$ cat src/rtl/inst_queue.sv
// Circular fetch->decode instruction queue with show-ahead head and single-cycle flush.
// Optional performance counters are enabled by defining INST_QUEUE_PERF_EN.
module inst_queue #(
    parameter int DEPTH  = 16,
    // Entry layout (MSB first): pc[31:0], pc_next[31:0], out_inst[31:0], prediction
    parameter int DATA_W = 97,
    localparam int PTR_W = $clog2(DEPTH)
) (
    input  logic              clk,
    input  logic              rst,
    input  logic              branch,
    input  logic              enq,
    input  logic [DATA_W-1:0] enq_data,
    output logic              full,
    input  logic              deq,
    output logic              empty,
    output logic [DATA_W-1:0] if_id_reg,
    output logic [PTR_W:0]    count
`ifdef INST_QUEUE_PERF_EN
    ,
    output logic [31:0]       perf_full_cycles,
    output logic [PTR_W:0]    perf_max_occ
`endif
);

    localparam logic [PTR_W:0] PTR_ONE = 1;

    logic [DATA_W-1:0] mem_q [DEPTH];
    logic [PTR_W:0]    head_q, head_d;
    logic [PTR_W:0]    tail_q, tail_d;
    logic              push_ok;
    logic              pop_ok;

    // Status comes only from registered pointers; the MSB acts as the wrap bit.
    assign empty = (head_q == tail_q);
    assign full  = (head_q[PTR_W-1:0] == tail_q[PTR_W-1:0]) && (head_q[PTR_W] != tail_q[PTR_W]);
    assign count = tail_q - head_q;

    assign if_id_reg = empty ? '0 : mem_q[head_q[PTR_W-1:0]];

    assign push_ok = enq && !full && !branch;
    assign pop_ok  = deq && !empty && !branch;

    always_comb begin
        head_d = head_q;
        tail_d = tail_q;
        if (branch) begin
            head_d = '0;
            tail_d = '0;
        end else begin
            if (push_ok) tail_d = tail_q + PTR_ONE;
            if (pop_ok)  head_d = head_q + PTR_ONE;
        end
    end

    always_ff @(posedge clk or negedge rst) begin
        if (!rst) begin
            head_q <= '0;
            tail_q <= '0;
        end else begin
            head_q <= head_d;
            tail_q <= tail_d;
        end
    end

    always_ff @(posedge clk) begin
        if (push_ok) mem_q[tail_q[PTR_W-1:0]] <= enq_data;
    end

`ifdef INST_QUEUE_PERF_EN
    logic [31:0]    full_cyc_q, full_cyc_d;
    logic [PTR_W:0] max_occ_q, max_occ_d;
    logic [PTR_W:0] count_d;

    assign count_d = tail_d - head_d;

    // Stall counter saturates; high-water mark tracks next occupancy so it never trails count.
    always_comb begin
        full_cyc_d = full_cyc_q;
        max_occ_d  = max_occ_q;
        if (full && enq && (full_cyc_q != 32'hFFFF_FFFF)) full_cyc_d = full_cyc_q + 32'd1;
        if (count_d > max_occ_q) max_occ_d = count_d;
    end

    always_ff @(posedge clk or negedge rst) begin
        if (!rst) begin
            full_cyc_q <= '0;
            max_occ_q  <= '0;
        end else begin
            full_cyc_q <= full_cyc_d;
            max_occ_q  <= max_occ_d;
        end
    end

    assign perf_full_cycles = full_cyc_q;
    assign perf_max_occ     = max_occ_q;
`endif

endmodule
$ cat config.mk
export PLATFORM = sky130hd
export DESIGN_NAME = inst_queue
export DESIGN_NICKNAME = d
export VERILOG_FILES = /design/src/rtl/inst_queue.sv
export SDC_FILE = /design/constraint.sdc
export NUM_CORES = 1
export LEC_CHECK = 0
export CAP_MARGIN = 20
export CORE_MARGIN = 1.5
export CORE_UTILIZATION = 56
export DETAILED_ROUTE_END_ITERATION = 8
export PLACE_DENSITY = 0.7
export SLEW_MARGIN = 20
export SYNTH_ARGS = -nofsm -noshare
export SYNTH_HDL_FRONTEND = slang
export SYNTH_SLANG_ARGS = --single-unit
$ cat constraint.sdc
create_clock -name clk -period 30.7 [get_ports clk]
set_clock_uncertainty 0.05 [all_clocks]
set_input_delay 7.675 -clock clk [delete_from_list [all_inputs] [get_ports clk]]
set_output_delay 7.675 -clock clk [all_outputs]
set_load 0.02 [all_outputs]
Word-level counts from Yosys, hierarchy flattened
Memories as Yosys holds them, arrays and structs flattened.
Index checks and enable logic that the tools add are counted.
Storage, ports and cells
  input bits: 102
  output and inout port bits: 104
  word-level logic and storage cells: 26
  latch bits: 0
  bits in writable memories: 1552
  memories: 1
  bits in registers: 10
  memory bits (read-only): 0
Memories
  mem_q: depth 16, bits a word 97, rd ports 1, clocked after Yosys merged registers in 0, write ports 1, line 28  | logic [DATA_W-1:0] mem_q [DEPTH];
Operators by class
  $add $sub $neg: 3
  bitwise operators: 0
  div/mod/pow operators: 0
  equality and inequality tests: 3
  muxes and demuxes: 7
  shift operators: 0
  magnitude comparators: 0
  reductions and logical operators: 10
  multiply operators: 0
Operator list (number)
  2-to-1 mux 97 bit: 1
  2-to-1 mux 5 bit: 4
  adder 5 x 1 -> 5 bit (second input constant): 2
  == test 5 bit: 1
  logical AND 1 bit: 5
  subtractor 5 bit: 1
  == test 4 bit: 1
  nonzero test 2 bit: 2
  zero test 1 bit: 3
  2-to-1 mux 1 bit: 2
  inequality test 1 bit: 1

Logic depth before layout (Yosys ltp)
Gate-level depths: netlist (run 1).
  depth in word-level cells: 7
  mapped depth: 11
  gate-level depth less buffers: 7

Worst setup path before layout (run 1)
OpenSTA, ideal clock, no wires.
  kind: input to register
  from: input port branch
  to: memory mem_q[0][0] (enable)
  data arrival time: 14.771 ns
  stages: 3
  data required time: 29.979 ns
  slack: 15.208 ns
  library setup time: 0.671 ns
  path buffers: 0
  path through: a211oi_1 > nand2_1 > nor3_1
Between the ends
  word-level cells in the longest chain between the ends: 4
RTL lines
  start, declared: line 11  | input logic branch,
  zero test 1 bit: line 41  | assign push_ok = enq && !full && !branch;
  logical AND 1 bit: line 41
  2-to-1 mux 1 bit: line 67  | if (push_ok) mem_q[tail_q[PTR_W-1:0]] <= enq_data;
  2-to-1 mux 1 bit (implied by the code): line 67
  end, declared: line 28
No other way between the ends.

Final worst setup path (run 1)
  from: register head_q[0]
  to: output port if_id_reg[64]
Between the ends
  word-level cells in the longest chain between the ends: 2
  elaborated cells on any way between the ends: 3
  those cells by class: eq/ne (1); mux (1); memory (1)
RTL lines
  start, declared: line 29  | logic [PTR_W:0] head_q, head_d;
  start signal, assigned: line 58  | head_q <= '0;
  start signal, assigned: line 61  | head_q <= head_d;
  memory (16 x 97 bit) or == test 5 bit (tied branches)
  2-to-1 mux 97 bit *: line 39  | assign if_id_reg = empty ? '0 : mem_q[head_q[PTR_W-1:0]];
  end, declared: line 17  | output logic [DATA_W-1:0] if_id_reg,
Mark *: on every way between the ends. The rest lies on a longest branch, timed or not.

==> qor.yml, run 1 <==
design.core.area_um2: 105000
wl_um: 134000
drv_slew: 0
nets: 3052
final-setup-viol-count: 0
clockRootBuffer: "clkbuf_16"
gp_congestion: 0.729
cpMostUsedCell: "buf_4"
yosysSeqAreaShare_pct: 78.7
outcome: "complete, no violations"
h-tree-depth: 4
period_needed_ps: 13830
synth_top_flop_cell: "edfxtp_1"
p_leak_nw: 21.0
rows: 119
initial_core_util_pct: 56.5
netlist.area_leader.share_pct: 78.3
overflow: 0
placed_area_um2: 63300
grt_pass1_vias: 29700
grt_usage_pct: 25.2
synth.avg_cell_area_um2: 22.3
hold_path.class: "reg2reg"
reg2regPathDepth: 8
clk_latency_ps: 760
cts_buffers: 155
io_buffers: 205
syn2layout_area_growth_pct: 14.3
cts_tree: "built"
cpPeakStageDelay_ps: 1020
syn_area_um2: 59500
routed_via_density: 6.28
async_flop_share_pct: 0.640
postCtsSetupRepairBufs: 0
yosysWarnings: 0
use_met1_pct: 33.4
tns_ps: 0
rsz0062_at_grt: "no"
dr.first_iter.drc_count: 2863
regToRegStartpoint: "head_q[3]"
syn_inst: 2667
dp_hpwl_um: 62900
worstPathMaxFanout: 46
first_pass_iters: 6
busiest_layer: "met2"
die_h_um: 329
period_share_pct: 45.1
finalInstanceArea_um2: 68000
grt_max_degree: 120
worstSetupPathType: "reg2out"
drive_gt1_share_pct: 21.6
ys_seq_elements: 1562
crit_path_start_kind: "register"
max-cap-violations: 0
synth_enable_flop_cells: 1552
holdBufCountCts: 0
required_ps: 22980
cts.sinks: 1562
slew_headroom_pct: 23.2
ant_nets: 0
reg2reg_slack_ps: 24940
final_util_pct: 64.6
io_pins: 206
cts.clk_slew.worst_paths_ps: 60
drcViolationCount: 0
hold_violations: 0
rr_endpoint: "mem_q[14][79]"
yosysTopAreaCell: "edfxtp_1"
grt_util_met2_pct: 42.9
netlist_top_cells_area: "edfxtp_1, mux4_2, nand2_1"
timing.fmax_mhz: 72.3
post_drt_wl_per_cell_um: 30.0
synth_nets: 2779
crit_path_end: "if_id_reg[64]"
grt_pass1_wl_um: 196000
slowest_stage: "dfrtp_4"
cp.arrival_ps: 6110
vdd_drop_max_v: 0.0000599
power_mw: 4.84
yosysMostFrequentCell: "edfxtp_1"
cts.path.max_buffers: 3
dieArea_um2: 108000
antenna_found_initial: 18
worst_pin_slew_ps: 1150
cp-end-kind: "output pin"
synth.top_cells.by_count: "edfxtp_1, mux4_2, nand2_1"
startpoint: "head_q[0]"
synth_cell_types: 35
num_vias: 27900
fp.dieW_um: 329
use_met3_pct: 4.95
power_density_nw_per_um2: 71.2
hold_path_depth: 2
postCtsResizedCells: 0
path_cells: "buf_4 > buf_4 > buf_4 > mux4_2 > nand2_1 > nand2_1 > a221o_1 > clkdlybuf4s50_1"
-- critical path: cells and delay by family (launching register included) --
family	cells	cell delay (ps)
flip-flops	1	1020
buffers and inverters	4	3050
AND/OR/NAND/NOR	2	160
multiplexers	1	610
AO/OA/AOI/OAI	1	370
-- cell families after synthesis --
kind of cell               count (synthesis)  synth area share, %
muxes                                    390                 14.7
AOI/OAI and AO/OA                        113                 1.82
and+or+nand+nor                          431                 3.21
xor gates and xnor gates                  11                0.175
adders and majority gates                 10                0.223
DFF                                     1562                 78.7
buffers and inverters                    150                 1.12
-- area by class of cell --
type                    count  area (um^2)
fillers                  6775        37300
inverters                   8         32.5
flip-flops and latches   1562        46900
multi-input cells         955        12100
clock buffers             191         4040
well taps                1391         1740
diodes                      8         20.0
repair buffers            258         2580
clock inverters            77          634
-- layout by cell type, fill, tap and decap left out, types with 9 or more instances in the layout --
cell type,n
edfxtp_1,1552
mux4_2,388
nand2_1,297
clkdlybuf4s50_1,205
clkbuf_16,156
nor2b_1,97
a221o_1,97
buf_4,44
clkinv_1,40
clkbuf_1,35
nor2_4,13
clkinv_2,12
nor2_1,9
ha_1,9
inv_6,9
-- layer usage --
layer | vias to the layer above | part of all wire [%]
met5 | - | 0.069
met4 | 14 | 2.5
met3 | 232 | 6.8
met2 | 1039 | 52
met1 | 15000 | 39
li1 | 11700 | -
-- per-stage QoR --
step	hold WS [ps]	setup slack [ps]	std cells
2_1_floorplan	543	15210	2667
3_3_place_gp	564	17320	4172
3_5_place_dp	590	17220	4172
4_1_cts	598	16400	4440
5_1_grt	623	16320	4449
6_report	593	16870	4450
-- worst min-delay path by stage --
stage | start | endpoint
floorplan | head_q[1] | head_q[1]
global placement | head_q[4] | head_q[4]
detailed placement | head_q[4] | head_q[4]
CTS | head_q[4] | head_q[4]
global route | head_q[4] | head_q[4]
finish | head_q[4] | head_q[4]
-- state kept, by name (all words and copies together) (netlist names) --
| name | count |
|---|---|
| mem_q | 1552 |
| head_q | 5 |
| tail_q | 5 |
-- where the power goes --
part	internal (mW)	switching, mW
Combinational	0.349	0.352
Sequential	2.36	0.0156
Clock	0.993	0.771
Total	3.70	1.14
Power figures use the tool's default switching activity.
==> inputs of run 2 (changes only) <==
CORE_UTILIZATION = 55   (was 56)
PLACE_DENSITY = 0.72   (was 0.7)
clock period = 11.9 ns   (was 30.7 ns; I/O delays follow)
==> qor.yml, run 2 (synthesis gave the netlist of run 1 again) <==
rsz0062_at_grt: "no"
antenna_found_initial: 16
die_h_um: 332
wl_um: 131000
h-tree-depth: 4
ant_nets: 0
dieArea_um2: 110000
hold_slack_ps: 602
cp-end-kind: "output pin"
final_cell_mix: "edfxtp_1, mux4_2, nand2_1"
postCtsSetupRepairBufs: 0
routed_via_density: 6.28
grt_pass1_vias: 29600
cts_tree: "built"
io_buffers: 205
nets: 3057
hold_violations: 0
hold_path.class: "reg2reg"
cts_buffers: 154
crit_path_start_kind: "register"
postCtsResizedCells: 0
num_vias: 28200
gp_congestion: 0.730
dpl_worst_slack_ps: 3880
clk_latency_ps: 740
slew_headroom_pct: 25.2
syn2layout_area_growth_pct: 15.0
period_share_pct: 71.7
power_density_nw_per_um2: 186
cp.arrival_ps: 5510
post_drt_wl_per_cell_um: 29.1
required_ps: 8880
grt_max_degree: 104
timing.fmax_mhz: 117
worst_slack_ps: 3370
p_switching_mw: 2.97
drv_slew: 0
outcome: "complete, no violations"
finalInstanceArea_um2: 68400
p_sw_share_pct: 23.3
grt_usage_pct: 24.2
design.core.area_um2: 107000
tns_ps: 0
worstSetupPathType: "reg2out"
largest_reg_flops: 1552
placedCellCount: 4190
layout_commonest_cell: "edfxtp_1"
final-setup-viol-count: 0
drive_gt1_share_pct: 22.5
max-cap-violations: 0
fp.dieW_um: 332
io_pins: 206
p_leak_nw: 21.3
dp_hpwl_um: 65400
placed_area_um2: 63300
drcViolationCount: 0
internal_power_mw: 9.79
p_seq_share_pct: 48.0
cts.path.max_buffers: 3
first_pass_iters: 5
cts.sinks: 1562
cts.clk_slew.worst_paths_ps: 60
pwr-share-clk_pct: 37.6
grt_pass1_wl_um: 195000
dr.first_iter.drc_count: 3169
vdd_drop_max_v: 0.000138
final_cells: 4480
holdBufCountCts: 0
combPwrFrac_pct: 14.4
worstPathMaxFanout: 97
fillers: 6986
overflow: 0
period_needed_ps: 8530
clockRootBuffer: "clkbuf_16"
initial_core_util_pct: 55.5
worst_pin_slew_ps: 1120
rows: 120
[run 2: area by class of cell]
class                           count  area [um^2]  area share, %
Antenna cell                        6         15.0         0.0219
Clock buffer                      191         4100           5.99
Clock inverter                     91          941           1.37
Inverter                            8         32.5         0.0475
Multi-Input combinational cell    955        12100           17.7
Sequential cell                  1562        46900           68.5
Tap cell                         1403         1760           2.56
Timing Repair Buffer              264         2630           3.84
[run 2: stage by stage]
| step | util (%) | total power, mW |
|---|---|---|
| after floorplan | - | 7.47 |
| after global placement | 59.0 | 8.06 |
| after detailed placement | 59.1 | 8.10 |
| after CTS | 63.8 | 12.9 |
| after global routing | 63.8 | 13.2 |
| final | 63.8 | 12.8 |
[run 2: power groups by stage]
stage / Sequential, mW / Combinational, mW / Clock, mW
finish: 6.13 / 1.83 / 4.80
global route: 6.13 / 1.96 / 5.08
CTS: 6.13 / 1.87 / 4.87
detailed placement: 6.24 / 1.86 / 0
floorplan: 6.22 / 1.24 / 0
global placement: 6.24 / 1.82 / 0
[run 2: path summary, 6_finish.rpt]
path	slack [ps]	startpoint	endpoint	cells past startpoint
worst max-delay path	3370	head_q[0]	if_id_reg[96]	8
worst min-delay path	600	tail_q[4]	tail_q[4]	2
worst max register to register	6960	head_q[0]	mem_q[11][43]	7
worst min register to register	600	tail_q[4]	tail_q[4]	2
max in group asynchronous	8920	rst	head_q[3]	1
min in group asynchronous	2510	rst	head_q[2]	1
[run 2: worst max-delay path, stage by stage, from the launching register on]
cell and delay [ps]:
dfrtp_4 900, buf_12 590, buf_4 770, buf_4 680, mux4_2 590, nand2_1 90
nand2_1 80, a221o_1 360, clkdlybuf4s50_1 560
[run 2: routing by layer]
metal,track usage (%),vias to the layer above,routed length [um]
met5,0,-,137
met4,6.42,20,2760
met3,4.18,204,9580
met2,40.8,1162,66500
met1,33.1,15100,51500
li1,-,11700,-
==> inputs of run 3 (changes only) <==
CORE_UTILIZATION = 56   (was 55)
PLACE_DENSITY = 0.7   (was 0.72)
clock period = 8.5 ns   (was 11.9 ns; I/O delays follow)
==> qor.yml, run 3 (synthesis gave the netlist of run 1 again) <==
required_ps: 6330
power_density_nw_per_um2: 259
dieArea_um2: 108000
p_leak_nw: 21.1
vdd_drop_max_v: 0.000195
drive_gt1_share_pct: 21.9
placedCellCount: 4171
io_pins: 206
slowest_stage: "dfrtp_4"
grt_usage_pct: 24.2
post_drt_wl_per_cell_um: 28.8
routed_via_density: 6.21
cts.path.max_buffers: 3
die_h_um: 329
path_cells: "inv_4 > ha_1 > nand4_2 > nor2_2 > nor2_4 > buf_4 > a221o_1 > clkdlybuf4s50_1"
first_pass_iters: 5
hold_violations: 0
cts_tree: "built"
clk_latency_ps: 750
fp.dieW_um: 329
worstPathMaxFanout: 38
fillers: 6741
ant_nets: 0
holdBufCountCts: 0
layout_commonest_cell: "edfxtp_1"
period_needed_ps: 6920
gp_congestion: 0.774
wl_um: 128000
worstSetupPathType: "reg2out"
design.core.area_um2: 105000
drv_slew: 0
cp.arrival_ps: 4740
nets: 3048
rows: 119
hold_path.class: "reg2reg"
cts.sinks: 1562
grt_pass1_vias: 29100
rsz0062_at_grt: "no"
largest_reg_flops: 1552
outcome: "complete, no violations"
dp_hpwl_um: 64200
reg2reg_slack_ps: 3520
slew_headroom_pct: 24.4
final_cells: 4449
clockRootBuffer: "clkbuf_16"
io_buffers: 205
worst_pin_slew_ps: 1130
cts_buffers: 154
overflow: 0
final-setup-viol-count: 0
initial_core_util_pct: 56.5
grt_pass1_wl_um: 189000
drcViolationCount: 0
period_share_pct: 81.4
max-cap-violations: 0
postCtsResizedCells: 0
final_util_pct: 64.8
num_vias: 27600
cp-end-kind: "output pin"
timing.fmax_mhz: 145
grt_max_degree: 145
postCtsSetupRepairBufs: 0
cpPeakStageDelay_ps: 840
syn2layout_area_growth_pct: 14.6
h-tree-depth: 4
final_cell_mix: "edfxtp_1, mux4_2, nand2_1"
antenna_found_initial: 10
tns_ps: 0
crit_path_start_kind: "register"
cts.clk_slew.worst_paths_ps: 60
dr.first_iter.drc_count: 2584
==> run 3: cell count changes in the layout (fill, tap and decap cells not counted), sizes merged <==
| cell | change |
|---|---|
| inv | +1 |
| bufinv | -4 |
| buf | -9 |
| clkbuf | +5 |
| clkinv | -9 |
| diode | -3 |
==> run 3: worst paths after layout <==
path,from,endpoint,depth (start not counted)
min in group asynchronous,rst,tail_q[1],1
worst max register to register,head_q[3],mem_q[14][38],7
worst min-delay path,head_q[4],head_q[4],2
worst max-delay path,head_q[3],if_id_reg[37],8
worst min register to register,head_q[4],head_q[4],2
max in group asynchronous,rst,head_q[3],1
==> run 3: critical path: cells and delay by family, from the launching register on <==
family / cells / cell delay (ps)
and+or+nand+nor: 3 / 870
DFF: 1 / 840
AOI/OAI and AO/OA: 1 / 230
buffers and inverters: 3 / 1520
adders and majority gates: 1 / 480
==> run 3: report_power, final <==
group | leakage [nW] | switching [mW] | internal, mW
combinational | 4.63 | 1.28 | 1.27
clock | 2.34 | 2.75 | 3.76
sequential | 14.1 | 0.0497 | 8.53
total | 21.1 | 4.08 | 13.6
==> run 3: routing by layer <==
metal	GRT usage [%]	wire length, um	vias to the layer above
met5	0	68	-
met4	6.91	2970	12
met3	4.47	8710	211
met2	40.9	65900	1033
met1	32.8	50500	14700
li1	-	-	11700
==> run 3: stage by stage <==
| step | setup slack, ps | total power, mW | hold WS (ps) | instance area (um^2) |
|---|---|---|---|---|
| 2_1_floorplan | 1160 | 10.5 | 543 | 59500 |
| 3_3_place_gp | 2390 | 11.3 | 568 | 63400 |
| 3_5_place_dp | 2300 | 11.3 | 580 | 63400 |
| 4_1_cts | 1480 | 17.8 | 596 | 68200 |
| 5_1_grt | 1420 | 18.2 | 635 | 68200 |
| 6_report | 1580 | 17.6 | 591 | 68200 |
==> run 3: area by class of cell <==
class | count | area, um^2 | share of cell area (%)
inverters | 8 | 32.5 | 0.0477
flip-flops and latches | 1562 | 46900 | 68.7
multi-input cells | 955 | 12100 | 17.8
clock inverters | 79 | 691 | 1.01
clock buffers | 196 | 4120 | 6.04
repair buffers | 255 | 2620 | 3.84
diodes | 3 | 7.51 | 0.0110
well taps | 1391 | 1740 | 2.55
